<file path="config.mk">
export PLATFORM = sky130hd
export DESIGN_NAME = reg_bank_read_port_flat
export DESIGN_NICKNAME = d
export VERILOG_FILES = /design/src/rtl/reg_bank_pkg.sv /design/src/rtl/reg_bank_read_port_if.sv /design/src/rtl/rsp_fifo.sv /design/src/rtl/reg_bank_read_port.sv /design/src/flat_wrapper.sv
export SDC_FILE = /design/constraint.sdc
export NUM_CORES = 1
export LEC_CHECK = 0
export BUFFER_PORTS_ARGS = -buffer_cell sky130_fd_sc_hd__buf_2
export CAP_MARGIN = 30
export CELL_PAD_IN_SITES_DETAIL_PLACEMENT = 0
export CELL_PAD_IN_SITES_GLOBAL_PLACEMENT = 1
export CORE_MARGIN = 2
export CORE_UTILIZATION = 45
export CTS_CLUSTER_SIZE = 12
export DETAILED_ROUTE_END_ITERATION = 10
export GPL_TIMING_DRIVEN = 0
export HOLD_SLACK_MARGIN = 0.05
export PLACE_DENSITY_LB_ADDON = 0.1
export SLEW_MARGIN = 20
export SYNTH_ARGS = -nofsm -noshare
export SYNTH_HDL_FRONTEND = slang
export SYNTH_SLANG_ARGS = --single-unit
</file>
<file path="constraint.sdc">
create_clock -name clk -period 1.78 [get_ports clk]
set_input_delay 0.356 -clock clk [delete_from_list [all_inputs] [get_ports clk]]
set_output_delay 0.356 -clock clk [all_outputs]
set_load 0.02 [all_outputs]
</file>
<file path="src/rtl/reg_bank_pkg.sv">
// Shared widths, types and response-entry layout for the register bank read port.
// Types only; no latency or backpressure of its own.
package reg_bank_pkg;

    localparam int DATA_W    = 16;
    localparam int ADDR_W    = 3;
    localparam int RSP_DEPTH = 2;
    localparam int CNT_W     = $clog2(RSP_DEPTH) + 1;

    typedef logic [DATA_W-1:0] reg_data_t;
    typedef logic [ADDR_W-1:0] reg_addr_t;
    typedef logic [CNT_W-1:0]  rsp_cnt_t;

    typedef struct packed {
        reg_addr_t addr;
        reg_data_t data;
    } rsp_entry_t;

endpackage

</file>
<file path="src/rtl/reg_bank_read_port_if.sv">
// Write port plus handshaked read request/response bus for the register bank.
// Master is the operand-fetch side; slave is the bank.
interface reg_bank_read_port_if;
    import reg_bank_pkg::*;

    logic      wr_en;
    reg_addr_t wr_addr;
    reg_data_t wr_data;

    logic      rd_req_valid;
    logic      rd_req_ready;
    reg_addr_t rd_req_addr;

    logic      rd_rsp_valid;
    logic      rd_rsp_ready;
    reg_data_t rd_rsp_data;
    reg_addr_t rd_rsp_addr;
    rsp_cnt_t  rsp_count;

    modport master (
        output wr_en, wr_addr, wr_data,
        output rd_req_valid, rd_req_addr, rd_rsp_ready,
        input  rd_req_ready, rd_rsp_valid, rd_rsp_data, rd_rsp_addr, rsp_count
    );

    modport slave (
        input  wr_en, wr_addr, wr_data,
        input  rd_req_valid, rd_req_addr, rd_rsp_ready,
        output rd_req_ready, rd_rsp_valid, rd_rsp_data, rd_rsp_addr, rsp_count
    );

endinterface

</file>
<file path="src/rtl/rsp_fifo.sv">
// Synchronous response FIFO; push visible at head the cycle after the edge.
// Pushes when full and pops when empty are dropped; head holds last popped entry when empty.
module rsp_fifo
    import reg_bank_pkg::*;
#(
    parameter int DEPTH = RSP_DEPTH
) (
    input  logic                   clk,
    input  logic                   rst,
    input  logic                   push_i,
    input  rsp_entry_t             push_dat_i,
    input  logic                   pop_i,
    output rsp_entry_t             head_o,
    output logic                   full_o,
    output logic                   empty_o,
    output logic [$clog2(DEPTH):0] count_o
);

    localparam int PW = $clog2(DEPTH);
    localparam logic [PW:0] FULL_CNT = (PW+1)'(DEPTH);

    rsp_entry_t    mem_q [DEPTH];
    rsp_entry_t    last_q;
    logic [PW-1:0] wr_ptr_q;
    logic [PW-1:0] rd_ptr_q;
    logic [PW:0]   count_q;
    logic [PW:0]   count_d;
    logic          push_ok;
    logic          pop_ok;

    assign full_o  = (count_q == FULL_CNT);
    assign empty_o = (count_q == '0);
    assign push_ok = push_i & ~full_o;
    assign pop_ok  = pop_i & ~empty_o;
    assign count_o = count_q;

    // Once drained, keep presenting the entry that left last rather than a stale slot.
    assign head_o = empty_o ? last_q : mem_q[rd_ptr_q];

    always_comb begin
        count_d = count_q;
        case ({push_ok, pop_ok})
            2'b10:   count_d = count_q + 1'b1;
            2'b01:   count_d = count_q - 1'b1;
            default: count_d = count_q;
        endcase
    end

    always_ff @(posedge clk or negedge rst) begin
        if (!rst) begin
            for (int i = 0; i < DEPTH; i++) begin
                mem_q[i] <= '0;
            end
            last_q   <= '0;
            wr_ptr_q <= '0;
            rd_ptr_q <= '0;
            count_q  <= '0;
        end else begin
            if (push_ok) begin
                mem_q[wr_ptr_q] <= push_dat_i;
                wr_ptr_q        <= wr_ptr_q + 1'b1;
            end
            if (pop_ok) begin
                last_q   <= mem_q[rd_ptr_q];
                rd_ptr_q <= rd_ptr_q + 1'b1;
            end
            count_q <= count_d;
        end
    end

endmodule

</file>
<file path="src/rtl/reg_bank_read_port.sv">
// 8x16 register bank, one write port, one read port returning tagged data via a 2-entry buffer.
// Response valid the cycle after acceptance; request ready only while the buffer has room.
module reg_bank_read_port
    import reg_bank_pkg::*;
(
    input  logic                 clk,
    input  logic                 rst,
    reg_bank_read_port_if.slave  bus
);

    localparam int NREGS = 2**ADDR_W;

    reg_data_t  bank_q [NREGS];
    rsp_entry_t push_entry;
    rsp_entry_t head;
    logic       full;
    logic       empty;
    logic       acc;
    logic       pop;

    always_ff @(posedge clk or negedge rst) begin
        if (!rst) begin
            for (int i = 0; i < NREGS; i++) begin
                bank_q[i] <= '0;
            end
        end else if (bus.wr_en) begin
            bank_q[bus.wr_addr] <= bus.wr_data;
        end
    end

    // Ready comes only from registered occupancy: a full buffer refuses even when popping.
    assign bus.rd_req_ready = ~full;
    assign acc              = bus.rd_req_valid & ~full;
    assign pop              = ~empty & bus.rd_rsp_ready;

    always_comb begin
        push_entry      = '0;
        push_entry.addr = bus.rd_req_addr;
        if (bus.wr_en && (bus.wr_addr == bus.rd_req_addr)) begin
            push_entry.data = bus.wr_data;
        end else begin
            push_entry.data = bank_q[bus.rd_req_addr];
        end
    end

    rsp_fifo #(
        .DEPTH (RSP_DEPTH)
    ) u_rsp_fifo (
        .clk        (clk),
        .rst        (rst),
        .push_i     (acc),
        .push_dat_i (push_entry),
        .pop_i      (pop),
        .head_o     (head),
        .full_o     (full),
        .empty_o    (empty),
        .count_o    (bus.rsp_count)
    );

    assign bus.rd_rsp_valid = ~empty;
    assign bus.rd_rsp_data  = head.data;
    assign bus.rd_rsp_addr  = head.addr;

endmodule

</file>
<file path="src/flat_wrapper.sv">
// flat-port wrapper written by rule: the top's interface ports become plain ports
module reg_bank_read_port_flat import reg_bank_pkg::*;
  (clk, rst, bus_wr_en, bus_wr_addr, bus_wr_data, bus_rd_req_valid, bus_rd_req_addr, bus_rd_rsp_ready, bus_rd_req_ready, bus_rd_rsp_valid, bus_rd_rsp_data, bus_rd_rsp_addr, bus_rsp_count);
  reg_bank_read_port_if bus_i ();
  input  logic clk;
  input  logic rst;
  input wire logic [$bits(bus_i.wr_en)-1:0] bus_wr_en;
  input wire logic [$bits(bus_i.wr_addr)-1:0] bus_wr_addr;
  input wire logic [$bits(bus_i.wr_data)-1:0] bus_wr_data;
  input wire logic [$bits(bus_i.rd_req_valid)-1:0] bus_rd_req_valid;
  input wire logic [$bits(bus_i.rd_req_addr)-1:0] bus_rd_req_addr;
  input wire logic [$bits(bus_i.rd_rsp_ready)-1:0] bus_rd_rsp_ready;
  output wire logic [$bits(bus_i.rd_req_ready)-1:0] bus_rd_req_ready;
  output wire logic [$bits(bus_i.rd_rsp_valid)-1:0] bus_rd_rsp_valid;
  output wire logic [$bits(bus_i.rd_rsp_data)-1:0] bus_rd_rsp_data;
  output wire logic [$bits(bus_i.rd_rsp_addr)-1:0] bus_rd_rsp_addr;
  output wire logic [$bits(bus_i.rsp_count)-1:0] bus_rsp_count;
  assign bus_i.wr_en = bus_wr_en;
  assign bus_i.wr_addr = bus_wr_addr;
  assign bus_i.wr_data = bus_wr_data;
  assign bus_i.rd_req_valid = bus_rd_req_valid;
  assign bus_i.rd_req_addr = bus_rd_req_addr;
  assign bus_i.rd_rsp_ready = bus_rd_rsp_ready;
  assign bus_rd_req_ready = bus_i.rd_req_ready;
  assign bus_rd_rsp_valid = bus_i.rd_rsp_valid;
  assign bus_rd_rsp_data = bus_i.rd_rsp_data;
  assign bus_rd_rsp_addr = bus_i.rd_rsp_addr;
  assign bus_rsp_count = bus_i.rsp_count;
  reg_bank_read_port u_core (.clk(clk), .rst(rst), .bus(bus_i));
endmodule
</file>
# After elaboration in Yosys (flattened, before gate mapping)
# Cells that the tools add are included.
# word_totals
reg_bits	189
in_bits	27
out_inout_bits	23
word_cells	61
# op_classes
n_addsub	4
order_cmp	6
n_eq_ne	4
mux	15
bitwise_logic	10
reduce_logical	5
# op_table
cell	count
$bwmux W128	1
$mux W19	5
$mux W16	4
$bmux W16 S3	1
$demux W16 S3	1
$bwmux W38	1
$demux W19 S1	1
$ge A4 B4 Y1 const B	2
$not A3 Y4	2
$and A1 B1 Y1	4
$eq A2 B2 Y1 const B	2
$ge A2 B2 Y1 const B	2
$lt A4 B1 Y1 const B	1
$not A1 Y2	2
$pmux W2 S2	1
$eq A3 B3 Y1	1
$logic_and A1 B1 Y1	3
$add A1 B1 Y1 const B	2
$add A2 B1 Y2 const B	1
$eq A2 B1 Y1 const B	1
$logic_not A2 Y1	1
$lt A2 B1 Y1 const B	1
$not A1 Y1	2
$reduce_bool A2 Y1	1
$sub A2 B1 Y2 const B	1

# Logic depth before layout (Yosys ltp)
# logic_depth
ltp_word	6
depth_mapped	9
depth_no_buf	7

# Modules after synthesis
# A second synthesis with hierarchy kept.
# unflattened
hier_cells	585
area_unflattened_um2	8921.1
# by_module_without_submodules
mod	instances	cells_each	area_per_inst_um2	seq_area_each_um2
reg_bank_read_port	1	361	6187.2	3203.1
rsp_fifo	1	224	2733.9	1526.5

# Least setup slack after synthesis
# Ideal clock, no wire load.
# synth_path
path_type	register -> output
from	register u_core.u_rsp_fifo.count_q[1] (netlist: u_core.u_rsp_fifo.count_o[1])
to	output port bus_rd_rsp_addr[2]
arrival_ns	1.662
required_time_ns	1.424
path_slack_ns	-0.238
stages_incl_launch_ff	6
n_path_buf	3
path_cell_list	dfrtp_1 or2_2 clkbuf_1 clkbuf_1 clkbuf_1 a21oi_1
# synth_between
elab_chain_len	2
# synth_rtl
item	line_no	source
from (decl)	rsp_fifo.sv:26	logic [PW:0] count_q;
from (signal assigned)	rsp_fifo.sv:67	count_q <= count_d;
$logic_not A2 Y1	rsp_fifo.sv:32	assign empty_o = (count_q == '0);
$mux W19	rsp_fifo.sv:38	assign head_o = empty_o ? last_q : mem_q[rd_ptr_q];
to (decl)	flat_wrapper.sv:16	output wire logic [$bits(bus_i.rd_rsp_addr)-1:0] bus_rd_rsp_addr;
# No other way between the ends.

# Worst setup path after layout
# layout_path
from	register u_core.u_rsp_fifo.count_q[0] (netlist: u_core.u_rsp_fifo.count_o[0])
to	output port bus_rd_rsp_addr[2]
# Same word-level chain as after synthesis.

==> summary by stage <==
Outcome
The flow ran to the end, but the final reports show violations. The final reports fail on setup timing.

Clocking
The H-tree was split into 4 levels. After clock tree synthesis, the clock-pin slew on the worst setup and hold paths is roughly 0.070 ns. The number of sinks on the clock net is between 150 and 200. Buffers inserted during clock tree synthesis total 17.

The root buffer cell chosen for the clock tree is clkbuf_16. TritonCTS built the clock tree. The clock latency of the later-clocked register in the worst-skew pair is 0.44 ns.

The number of buffers on the longest clock path is 2.

Run
The tool flagged a number of max-cap violations equal to 0.

Layout
Summing all flip-flop and latch instances after layout gives between 4000 and 5000 sq um. Summing all multi-input logic gate instances after layout gives between 3000 and 4000 sq um. The final-stage net count is around 790.

The layout has between 1500 and 2000 filler cells. Once layout is complete, the utilization of the core stands at a little over half. The number of diodes added for antenna fixing is 0. The area growth from synthesis to layout is 20.4%.

The share of post-route cells with drive strength above 1 is between 30% and 40%.

Setup path
The critical path goes through or2_4 > clkbuf_16 > clkbuf_16 > a21oi_4 > buf_6. The most numerous cell type found on the critical path is clkbuf_16. The maximum fanout encountered on the critical timing path is 6. The element type at the critical path start is a flip-flop. Counting both buffers and inverters, the worst setup path holds a total of 3. The data arrival time of the critical path is between 1.5 and 2 ns.

The cell family with the largest share of critical-path delay is buffers and inverters. The cell type of the slowest stage on the worst timing path is dfrtp_2. The kind of end point of the critical path is an output port. The worst setup path category is reg -> out. For this run, the slowest stage of the critical path takes roughly 0.4 ns. For the worst setup path, the data required time is between 1 and 1.5 ns.

Routing
The count of nets left with antenna violations after detail routing is 0. The total vias in the final route is just under 6000. For this block, the initial DRC count from the detailed router was ~400. The routed via count divided by cell count is just under 6.

The iteration count of the initial detailed-routing pass is 5. The detail-routed net length per standard cell is ~22 um. After detailed routing, the number of remaining DRC violations is 0. The final layout contains routed wiring with a total length of between 20000 and 25000 um.

Logic synthesis
The part of the Yosys area used for sequential elements is ~56%. Counting flops with a built-in enable in the synthesized netlist gives 0. The post-synthesis instance area is roughly 8500 sq um. When the netlist entered floorplanning its net count stood at around 720. Sorting the synthesized cells by how often they occur yields dfrtp_1, nand2_1, o21ai_0. In the synthesized netlist the dominant register cell turns out to be dfrtp_1. The average cell area after synthesis is 12.2 sq um. dfrtp_1 is the most common cell in the netlist. Yosys attributes the largest share of cell area to dfrtp_1, mux2_2, mux4_2, o21ai_0, nand2_1. Of all flip-flops after synthesis, the portion carrying an async set or reset was between 90% and 100%. The post-synthesis register bit count is around 190. Synthesis produced roughly 690 cells. The share of synthesized area in the top cell type comes to between 50% and 60%. dfrtp_1 takes more of the synthesized area than any other cell. The total of warnings raised by yosys is 0.

The unique cell type count in the Yosys netlist is 32.

Hold path
The tightest min-delay check is of the in -> reg type.

Power and ir drop
The areal power density over the cells is around 1600 nW/um^2. Sequential cells account for between 30% and 40% of the total power. The analysis attributes to net switching a power of about 5.4 mW. The cell internal power dissipation is 10.6 mW.

Across the VDD grid, the largest voltage drop is 0.000734 V. The analysis attributes to cell leakage a power of ~4.5 nW. Of the total power, the share spent switching nets is 33.7%. The part of the total power dissipated in the clock network is ~25%. The combinational group share of total power is a little over a third.

Timing
The final hold violation count is 0. After layout, the minimum clock period comes to 2.06 ns. The post-layout worst setup margin is -0.282 ns.

Setup repair after global routing could not meet its margin everywhere. The number of setup violations in the final report is 20. Timing would allow up to ~490 MHz. The worst pin sits at a relative slew slack of 51.5%.

The count of pins over their slew limit is 0. Clock skew on the completed layout was measured at around 0.010 ns. At the pin with the least slew margin, the transition time is a little over 0.7 ns.

In the final timing run, aggregate negative setup slack is -4.95 ns. The part of the cycle the worst path needs is 116%.

Floorplan
The die is about 140 um wide. During I/O placement, the number of pins put on the boundary was 50. The number of cell rows is 50. The floorplan step defined a core boundary enclosing roughly 19000 sq um.

The overall die height is ~140 um. The die covers ~20000 sq um. Once the floorplan was initialized, standard cells occupied 45.7% of the core.

Global routing
Entering global routing, the biggest net connects 82 pins. The wire length of the first global-routing pass is between 30000 and 40000 um. The number of antenna violations at the first check in global routing is 0.

The total routing resource utilization after global routing is about 23%. The global-route congestion overflow total is 0. The number of global-route vias before repair is about 6000.

Placement
The count of port buffers added during placement is 44. Routability-driven placement finished with a final weighted congestion of 0.780. The wire-length estimate of the detail-placed layout is roughly 15000 um.
==> path summary, 6_finish.rpt <==
path / cells past startpoint / startpoint / slack (ns) / endpoint
hold / removal: 2 / bus_wr_data[1] / 0.24 / u_core.u_rsp_fifo.mem_q[1]$_DFFE_PN0P_
setup / recovery: 5 / u_core.u_rsp_fifo.count_o[0]$_DFFE_PN0P_ / -0.28 / bus_rd_rsp_addr[2]
min in group asynchronous: 2 / rst / 0.37 / u_core.u_rsp_fifo.last_q[3]$_DFFE_PN0P_
setup reg to reg: 7 / u_core.u_rsp_fifo.count_o[0]$_DFFE_PN0P_ / 0.05 / u_core.u_rsp_fifo.count_o[1]$_DFFE_PN0P_
hold reg to reg: 2 / u_core.bank_q[0]$_DFFE_PN0P_ / 0.48 / u_core.bank_q[0]$_DFFE_PN0P_
max in group asynchronous: 4 / rst / 0.35 / u_core.bank_q[36]$_DFFE_PN0P_
==> routing by layer <==
layer / part of all wire, % / GRT usage [%] / vias to the layer above
li1: - / - / 2637
met1: 46 / 32.8 / 3040
met2: 47 / 36.3 / 171
met3: 5.9 / 4.49 / 23
met4: 1.4 / 6.58 / 0
met5: 0 / 0 / -
==> per-stage QoR <==
stage / power (mW) / hold slack [ns] / std cells / setup slack, ns / area, sq um
final: 16.0 / 0.239 / 1011 / -0.282 / 10200
after CTS: 15.9 / 0.226 / 1007 / -0.293 / 10100
after global placement: 11.1 / 0.456 / 972 / -2.89 / 9210
after global routing: 16.8 / 0.243 / 1011 / -0.319 / 10200
after floorplan: 9.83 / 0.0604 / 694 / -0.0256 / 8700
after detailed placement: 11.3 / 0.236 / 974 / -0.570 / 9280
==> registers in the layout, indices dropped and copies added, names as in the netlist <==
| signal | cells |
|---|---|
| u_core.u_rsp_fifo.rd_ptr_q | 1 |
| u_core.u_rsp_fifo.last_q | 19 |
| u_core.u_rsp_fifo.count_o | 2 |
| u_core.u_rsp_fifo.mem_q | 38 |
| u_core.bank_q | 128 |
| u_core.u_rsp_fifo.wr_ptr_q | 1 |
==> power groups by stage <==
stage               combinational (mW)  sequential (mW)  clock [mW]
floorplan                         3.81             6.01           0
global placement                  4.99             6.11           0
detailed placement                5.09             6.18           0
CTS                               5.78             6.14        4.02
global route                      6.32             6.32        4.19
finish                            5.85             6.17        3.94
==> final cells by class <==
| cell class | count | area share (%) |
|---|---|---|
| Clock buffer | 18 | 4.30 |
| Tap cell | 234 | 2.87 |
| Clock inverter | 13 | 1.63 |
| Sequential cell | 189 | 46.3 |
| Inverter | 17 | 0.625 |
| Buffer | 49 | 3.56 |
| Timing Repair Buffer | 55 | 4.29 |
| Multi-Input combinational cell | 436 | 36.4 |
==> kinds of logic (layout without fill, tap and decap cells) <==
group,Yosys count,count (layout),share of synthesized area (%)
adders and majority gates,1,1,0.147
xor gates and xnor gates,7,7,0.722
and+or+nand+nor,157,157,8.09
DFF,189,189,55.7
AOI/OAI and AO/OA,134,134,9.55
muxes,137,137,21.9
buffers and inverters,69,152,3.86
==> cells in the final DEF (no fill, tap or decap), drive strengths merged <==
cell type    count
dfrtp          189
nand2          104
o21ai           83
buf             71
mux2            70
clkbuf          50
mux2i           35
mux4            32
nor2            20
inv             19
a21oi           19
nor3            18
o221ai          16
a221o           16
xnor2            6
clkinv           6
nand4b           3
bufinv           3
nand2b           3
or2              2
nor3b            2
clkinvlp         2
and4             2
nand4            1
nand3b           1
xor2             1
nand3            1
ha               1
dlygate4sd3      1
==> repair_timing <==
action,4_1_cts,5_1_grt
endpoints found under the hold margin,32,0
hold buffers,1,0
gates resized for setup,57,28
cloned,2,0
pin swaps,4,1
endpoints found under the setup margin,81,59
setup buffers,2,4
(Power assumes the default switching activity.)
